**config.mk**
```make
export PLATFORM = sky130hd
export DESIGN_NAME = inst_fetch
export DESIGN_NICKNAME = d
export VERILOG_FILES = /design/src/rtl/inst_fetch.sv
export SDC_FILE = /design/constraint.sdc
export NUM_CORES = 1
export LEC_CHECK = 0
export BUFFER_PORTS_ARGS = -buffer_cell sky130_fd_sc_hd__buf_2
export CAP_MARGIN = 20
export CORE_UTILIZATION = 50
export DETAILED_ROUTE_END_ITERATION = 8
export HOLD_SLACK_MARGIN = 0.15
export PLACE_DENSITY_LB_ADDON = 0.05
export SLEW_MARGIN = 20
export SYNTH_ARGS = -nofsm -noshare
export SYNTH_HDL_FRONTEND = slang
export SYNTH_SLANG_ARGS = --single-unit
```
**constraint.sdc**
```tcl
create_clock -name clk -period 6.45 [get_ports clk]
set_input_delay 0.645 -clock clk [delete_from_list [all_inputs] [get_ports clk]]
set_output_delay 0.645 -clock clk [all_outputs]
set_load 0.01 [all_outputs]
```
**src/rtl/inst_fetch.sv**
```systemverilog
// Instruction fetch stage: owns the PC, addresses the combinational instruction ROM and
// holds the fetched word in an instruction register offered to decode via valid/ready.
module inst_fetch #(
    parameter logic [31:0] RESET_PC  = 32'h0040_0000,
    parameter int          ROM_WORDS = 1024
) (
    input  logic        clk,
    input  logic        rstd,
    output logic [11:0] rom_addr,
    input  logic [31:0] rom_data,
    input  logic        redirect,
    input  logic [31:0] redirect_pc,
    input  logic        id_ready,
    output logic [31:0] ir,
    output logic [31:0] ir_pc,
    output logic        ir_valid,
    output logic [31:0] pc,
    output logic        fetch_err
);

    typedef enum logic [1:0] {
        IDLE = 2'd0,
        RUN  = 2'd1,
        HALT = 2'd2
    } state_t;

    // Exclusive upper bound of the fetch window, widened so it cannot wrap.
    localparam logic [32:0] WIN_END = {1'b0, RESET_PC} + 33'(4 * ROM_WORDS);

    state_t      state_q, state_d;
    logic [31:0] pc_q, pc_d;
    logic [31:0] ir_q, ir_d;
    logic [31:0] ir_pc_q, ir_pc_d;
    logic        ir_valid_q, ir_valid_d;
    logic        fetch_err_q, fetch_err_d;
    logic        advance;
    logic        pc_bad;

    assign advance = !ir_valid_q || id_ready;
    assign pc_bad  = (pc_q[1:0] != 2'b00) || (pc_q < RESET_PC) || ({1'b0, pc_q} >= WIN_END);

    always_comb begin
        state_d     = state_q;
        pc_d        = pc_q;
        ir_d        = ir_q;
        ir_pc_d     = ir_pc_q;
        ir_valid_d  = ir_valid_q;
        fetch_err_d = fetch_err_q;
        case (state_q)
            IDLE: begin
                state_d = RUN;
                if (redirect) begin
                    pc_d = redirect_pc;
                end
            end
            RUN: begin
                if (redirect) begin
                    // A word handed over in this same cycle is consumed, then squashed.
                    pc_d       = redirect_pc;
                    ir_valid_d = 1'b0;
                end else if (pc_bad) begin
                    fetch_err_d = 1'b1;
                    state_d     = HALT;
                    if (id_ready) begin
                        ir_valid_d = 1'b0;
                    end
                end else if (advance) begin
                    ir_d       = rom_data;
                    ir_pc_d    = pc_q;
                    ir_valid_d = 1'b1;
                    pc_d       = pc_q + 32'd4;
                end
            end
            HALT: begin
                if (redirect || id_ready) begin
                    ir_valid_d = 1'b0;
                end
            end
            default: begin
                state_d = IDLE;
            end
        endcase
    end

    always_ff @(posedge clk or negedge rstd) begin
        if (!rstd) begin
            state_q     <= IDLE;
            pc_q        <= RESET_PC;
            ir_q        <= 32'd0;
            ir_pc_q     <= 32'd0;
            ir_valid_q  <= 1'b0;
            fetch_err_q <= 1'b0;
        end else begin
            state_q     <= state_d;
            pc_q        <= pc_d;
            ir_q        <= ir_d;
            ir_pc_q     <= ir_pc_d;
            ir_valid_q  <= ir_valid_d;
            fetch_err_q <= fetch_err_d;
        end
    end

    assign rom_addr  = pc_q[11:0];
    assign pc        = pc_q;
    assign ir        = ir_q;
    assign ir_pc     = ir_pc_q;
    assign ir_valid  = ir_valid_q;
    assign fetch_err = fetch_err_q;

endmodule

```
==> flow_metrics.py, run 1 <==
metrics = {
    "pwr": {
        "leakagePower_nw": 2.88,
        "peakVddDrop_mv": 0.258,
        "p_per_area_mw_per_mm2": 336,
        "total_power_mw": 1.82,
    },
    "detailed_routing": {
        "wire_per_inst_um": 15.8,
        "wirelength_mm": 10.3,
        "drc": 0,
        "drtAntennaViolNets": 0,
        "viasPerCell": 5.38,
        "drtPass1Iterations": 4,
        "drt_iter0_markers": 163,
        "vias": 3512,
    },
    "placed_design": {
        "dp_slack_ps": 3580,
        "numPortBuffers": 177,
        "dpl.cell_count": 636,
        "place.gp.congestion": 0.847,
        "place_area_mm2": 0.00520,
        "place_hpwl_mm": 7.25,
    },
    "clock_tree": {
        "ctsLongestPathBuffers": 2,
        "clk_latency_ps": 350,
        "cts_tree": "yes",
        "path_clk_slew_ps": 100,
        "clock-sinks": 100,
        "htreeDepth": 3,
        "cts_resized": 0,
        "clockRootBuffer": "clkbuf_8",
        "cts_buffers": 9,
        "cts-hold-fix-buffers": 0,
        "cts_setup_buffers": 0,
    },
    "hold_path": {
        "hp-class": "input port to asynchronous set/reset pin",
    },
    "global_routing": {
        "grt_usage_pct": 23.3,
        "grt_use_met1_pct": 32.3,
        "grt_use_met3_pct": 4.23,
        "met2_usage_pct": 37.4,
        "grt_pass1_wl_mm": 16.2,
        "busiest_layer": "met2",
        "first_global_vias": 3291,
        "overflow": 0,
        "antenna_found_initial": 0,
        "grt_max_degree": 74,
    },
    "worst_setup_path": {
        "crit_path_end_kind": "register",
        "arrival_ps": 3090,
        "crit_type": "register to register",
        "startpoint_type": "register",
        "cp_max_fo": 62,
        "cp_slowest_stage_delay_ps": 620,
        "cp.required_ps": 6690,
        "slowest_stage": "buf_4",
        "path_cells": "nor4b_1 -> nand4_1 -> or2_1 -> nor3_4 -> buf_4 -> mux2_2",
    },
    "timing": {
        "final.period_utilization_pct": 44.3,
        "max_freq_ghz": 0.350,
        "finClkSkew_ps": 11.4,
        "slew_headroom_pct": 39.7,
        "worst_slew_pin_slew_ps": 904,
        "hold_violations": 0,
        "drv_slew": 0,
        "setup_viol": 0,
        "finalCriticalPeriod_ps": 2860,
        "holdWs_ps": 187,
        "rsz0062_at_grt": "no",
        "fin_setup_tns_ps": 0,
        "setup_slack_ps": 3590,
    },
    "floorplan": {
        "die_x_um": 95.1,
        "coreArea_mm2": 0.00830,
        "start_util_pct": 52.2,
        "ios": 178,
        "dieArea_mm2": 0.00903,
        "fp-row-count": 33,
        "die_h_um": 95.1,
    },
    "yosys": {
        "syn_inst": 380,
        "synthXorXnorAreaFrac_pct": 0.202,
        "synth_compound_area_share_pct": 10.9,
        "syn_area_per_cell_um2": 11.4,
        "ys_seq_area_share_pct": 57.8,
        "synth_cell_type_count": 42,
        "synth_top_family_by_area": "simple AND/OR/NAND/NOR gates",
        "synthSimpleGateAreaFrac_pct": 14.8,
        "synthesis.nets": 450,
        "synth_mux_area_share_pct": 10.9,
        "netlist_area_mm2": 0.00433,
        "synth_fa_ha_area_share_pct": 0.578,
        "synth-seq-cells": 100,
        "yosysWarnings": 0,
    },
    "layout": {
        "antennaDiodeCount": 0,
        "area_growth_pct": 24.9,
        "stdcell_count": 653,
        "nNetsFinal": 613,
        "final_core_util_pct": 65.2,
        "stdcell_area_mm2": 0.00541,
        "drive_gt1_share_pct": 45.1,
    },
    "job": {
        "maxCapViolCount": 0,
    },
    "status": {
        "status": "finished, final reports clean",
    },
}
## power breakdown
group          leakage, nW  internal [mW]  switching, mW  total, mW
clock               0.0954          0.158          0.225      0.383
combinational         1.48          0.224          0.326      0.550
sequential            1.30          0.727          0.156      0.883
total                 2.88           1.11          0.707       1.82
## cells in the final DEF, fill, tap and decap left out, drive strengths merged, types with 3 or more instances in the layout
master | netlist | layout
o31ai | 4 | 4
buf | 20 | 181
nor4 | 5 | 5
a31oi | 6 | 6
dfrtp | 99 | 99
o22ai | 8 | 8
a21o | 3 | 3
o21ai | 21 | 21
and3 | 3 | 3
nor2 | 24 | 24
clkbuf | 9 | 10
a21oi | 27 | 27
mux2 | 42 | 42
nand2 | 33 | 33
o22a | 3 | 3
inv | 5 | 8
nand2b | 3 | 3
nor2b | 24 | 24
nand4 | 7 | 7
nand3 | 13 | 13
## metal layers
| metal | share of wire (%) | vias to the layer above |
|---|---|---|
| li1 | - | 1660 |
| met1 | 44 | 1672 |
| met2 | 47 | 172 |
| met3 | 8.3 | 8 |
| met4 | 0.76 | 0 |
| met5 | 0 | - |
## worst max-delay path, delay by kind of cell, from the launching register on
kind	cells	cell delay, ps
buffers and inverters	1	620
flip-flops	1	570
multiplexers	1	410
AND/OR/NAND/NOR	4	1100
## synthesized netlist by cell type, drive strengths merged
| cell type | number | area [um^2] |
|---|---|---|
| mux2 | 42 | 473 |
| a31oi | 6 | 37.5 |
| or3b | 2 | 17.5 |
| o31a | 1 | 8.76 |
| nor4b | 1 | 8.76 |
| a41oi | 2 | 17.5 |
| nor2b | 24 | 150 |
| nand2b | 3 | 18.8 |
| and4 | 2 | 17.5 |
| a32oi | 1 | 8.76 |
| nor3 | 2 | 21.3 |
| o22a | 3 | 26.3 |
| o21ai | 21 | 105 |
| clkbuf | 9 | 33.8 |
| ha | 2 | 25.0 |
| a22oi | 1 | 7.51 |
| dfrtp | 99 | 2480 |
| xnor2 | 1 | 8.76 |
| a21oi | 27 | 135 |
| nor3b | 1 | 7.51 |
| inv | 5 | 18.8 |
| or2 | 2 | 12.5 |
| nor2 | 24 | 90.1 |
| nand2 | 33 | 124 |
| nor4 | 5 | 46.3 |
| and3 | 3 | 18.8 |
| o31ai | 4 | 35.0 |
| a21o | 3 | 22.5 |
| dfstp | 1 | 26.3 |
| nand4 | 7 | 43.8 |
| nand3 | 13 | 65.1 |
| o221ai | 2 | 17.5 |
| o22ai | 8 | 50.1 |
| buf | 20 | 153 |
## kinds of logic (layout without fill, tap and decap cells)
group	after synthesis	after routing
AND/OR/NAND/NOR	122	122
adder cells (fa/ha/maj)	2	2
flip-flops	100	100
buffers and inverters	34	202
AO/OA/AOI/OAI	79	79
XOR/XNOR	1	1
multiplexers	42	42
## registers in the layout, summed over array words and instances, names as in the netlist
register   cells
ir_valid       1
state_q        2
pc            32
ir            32
ir_pc         32
fetch_err      1
## path summary, 6_finish.rpt
path	start	slack, ps	to	cells past startpoint
setup / recovery	pc[22]	3590	ir[12]	6
hold / removal	rstd	190	ir_pc[24]	1
setup reg to reg	pc[22]	3590	ir[12]	6
hold reg to reg	ir_pc[22]	480	ir_pc[22]	1
max in group asynchronous	rstd	5010	ir[14]	2
min in group clk	redirect_pc[0]	480	pc[0]	3
## area by class of cell
| cell class | count | area, um^2 |
|---|---|---|
| Inverter | 5 | 18.8 |
| Multi-Input combinational cell | 246 | 1640 |
| Clock inverter | 6 | 53.8 |
| Sequential cell | 100 | 2500 |
| Timing Repair Buffer | 181 | 926 |
| Clock buffer | 10 | 138 |
| Fill cell | 720 | 2890 |
| Tap cell | 105 | 131 |
(Power assumes the default switching activity.)
==> inputs of run 2 (changes only) <==
--- a/config.mk
+++ b/config.mk
@@ -7,7 +7,7 @@
 export LEC_CHECK = 0
 export BUFFER_PORTS_ARGS = -buffer_cell sky130_fd_sc_hd__buf_2
 export CAP_MARGIN = 20
-export CORE_UTILIZATION = 50
+export CORE_UTILIZATION = 43
 export DETAILED_ROUTE_END_ITERATION = 8
 export HOLD_SLACK_MARGIN = 0.15
 export PLACE_DENSITY_LB_ADDON = 0.05
==> constraint.sdc (replaced) <==
create_clock -name clk -period 2.39 [get_ports clk]
set_input_delay 0.239 -clock clk [delete_from_list [all_inputs] [get_ports clk]]
set_output_delay 0.239 -clock clk [all_outputs]
set_load 0.01 [all_outputs]
==> run 2 against run 1 <==
Effect of this change: global-route usage shrank 1.8 points; sequential share of layout area fell by 4.5 points; via count is 5.3% higher; register-to-register slack got worse by 3500 ps; clock power grew to 3.0 times the previous value; routed wire length grew 9.2%; critical path depth did not move; clock-buffer cell count is the same; combinational power increased to 3.0 times the previous value; sequential cell count unchanged; first-iteration DRC count fell by 9.2%; non-clock buffer count up 51; critical path type unchanged; largest power group unchanged.
==> flow_metrics.py, run 2 (synthesis gave the netlist of run 1 again) <==
metrics = {
    "status": {
        "status": "finished, final reports clean",
    },
    "worst_setup_path": {
        "crit_buf_inv": 1,
        "crit_type": "register to register",
        "cp_max_fo": 32,
        "crit_path_end_kind": "register",
        "arrival_ps": 2500,
        "critical-path-top-delay-family": "simple AND/OR/NAND/NOR gates",
        "startpoint_type": "register",
        "cp_slowest_stage_delay_ps": 570,
        "path_cells": "nor4b_2 -> nand4_1 -> or2_1 -> nor3_4 -> clkbuf_16 -> mux2_2",
        "cp.required_ps": 2630,
        "slowest_stage": "dfstp_2",
    },
    "placed_design": {
        "place.gp.congestion": 0.836,
        "numPortBuffers": 177,
        "place_hpwl_mm": 7.38,
        "place_area_mm2": 0.00536,
        "dpl.cell_count": 678,
    },
    "detailed_routing": {
        "drtAntennaViolNets": 0,
        "vias": 3698,
        "drt_iter0_markers": 148,
        "drc": 0,
        "wire_per_inst_um": 15.4,
        "wirelength_mm": 11.3,
        "viasPerCell": 5.05,
        "drtPass1Iterations": 5,
    },
    "layout": {
        "layout_commonest_cell": "buf_2",
        "antennaDiodeCount": 0,
        "stdcell_area_mm2": 0.00599,
        "area_growth_pct": 38.3,
        "drive_gt1_share_pct": 43.9,
        "n_fill_cell": 846,
        "stdcell_count": 732,
        "nNetsFinal": 664,
        "final_cell_mix": "buf_2 (176), dfrtp_1 (99), mux2_2 (42)",
        "final_core_util_pct": 61.3,
    },
    "clock_tree": {
        "cts_tree": "yes",
        "htreeDepth": 3,
        "cts_buffers": 9,
        "clk_latency_ps": 360,
        "clock-sinks": 100,
        "ctsLongestPathBuffers": 2,
        "cts_setup_buffers": 0,
        "clockRootBuffer": "clkbuf_8",
        "path_clk_slew_ps": 100,
    },
    "timing": {
        "final.period_utilization_pct": 94.5,
        "finalCriticalPeriod_ps": 2260,
        "slew_headroom_pct": 56.9,
        "drv_slew": 0,
        "fin_setup_tns_ps": 0,
        "hold_violations": 0,
        "finClkSkew_ps": 14.8,
        "setup_viol": 0,
        "max_freq_ghz": 0.443,
        "worst_slew_pin_slew_ps": 647,
    },
    "floorplan": {
        "coreArea_mm2": 0.00977,
        "fp-row-count": 36,
        "die_h_um": 102,
        "dieArea_mm2": 0.0105,
        "die_x_um": 102,
        "ios": 178,
        "start_util_pct": 44.3,
    },
    "global_routing": {
        "first_global_vias": 3464,
        "antenna_found_initial": 0,
        "grt_usage_pct": 21.5,
        "grt_pass1_wl_mm": 17.3,
        "overflow": 0,
        "grt_max_degree": 68,
    },
    "hold_path": {
        "hp-class": "input port to register",
    },
    "pwr": {
        "p_per_area_mw_per_mm2": 860,
        "leakagePower_nw": 3.12,
        "peakVddDrop_mv": 0.411,
    },
    "job": {
        "maxCapViolCount": 0,
    },
}
==> run 2: cell types whose count changed in the layout (fill, tap and decap cells not counted), moves of 3 or more <==
cell           delta
dlygate4sd3_1    +37
buf_4            +12
nor4_1            -3
nor4_2            +3
==> run 2: metrics by stage <==
stage | hold WS (ps) | worst slack, ps | total power, mW
2_1_floorplan | -56.6 | 190 | 3.33
3_3_place_gp | 212 | 83.8 | 3.95
3_5_place_dp | 214 | -4.07 | 3.97
4_1_cts | 162 | 68.2 | 5.18
5_1_grt | 181 | -4.39 | 5.51
6_report | 176 | 131 | 5.15
==> run 2: area by class of cell <==
class / instances / area, um^2 / area share (%)
sequential: 100 / 2500 / 41.8
multi-input combinational: 246 / 1660 / 27.7
timing repair buffer: 232 / 1430 / 23.9
tap: 133 / 166 / 2.78
clock buffer: 10 / 128 / 2.13
clock inverter: 6 / 81.3 / 1.36
inverter: 5 / 18.8 / 0.313
==> run 2: power breakdown <==
part | internal, mW | leakage (nW) | switching [mW]
registers | 1.96 | 1.30 | 0.409
clock network | 0.505 | 0.104 | 0.626
logic | 0.718 | 1.72 | 0.928
==> run 2: final timing paths <==
check	slack, ps	startpoint	cells after the start	to
hold reg to reg	490	fetch_err	1	fetch_err
setup / recovery	130	pc[22]	6	ir[20]
min in group asynchronous	350	rstd	2	ir_pc[25]
max in group asynchronous	1320	rstd	3	pc[22]
setup reg to reg	130	pc[22]	6	ir[20]
hold / removal	180	redirect_pc[23]	3	pc[23]
==> run 2: timing repair <==
action / in CTS / in global routing
hold endpoints to repair: 69 / 0
hold buffers: 37 / 0
setup endpoints to repair: 25 / 42
resized for setup: 1 / 5
cloned: 0 / 1
==> run 2: tightest hold or removal path, delay by kind of cell <==
kind                   cells  cell delay [ps]
and+or+nand+nor            1               80
AOI/OAI and AO/OA          1              120
buffers and inverters      1               80
==> run 2: metal layers <==
metal  vias to the layer above  part of all wire (%)  track usage, %
met5                         -                     0               0
met4                         0                   1.2            7.36
met3                        12                   6.6            3.69
met2                       155                    47            34.0
met1                      1768                    45            29.9
li1                       1763                     -               -
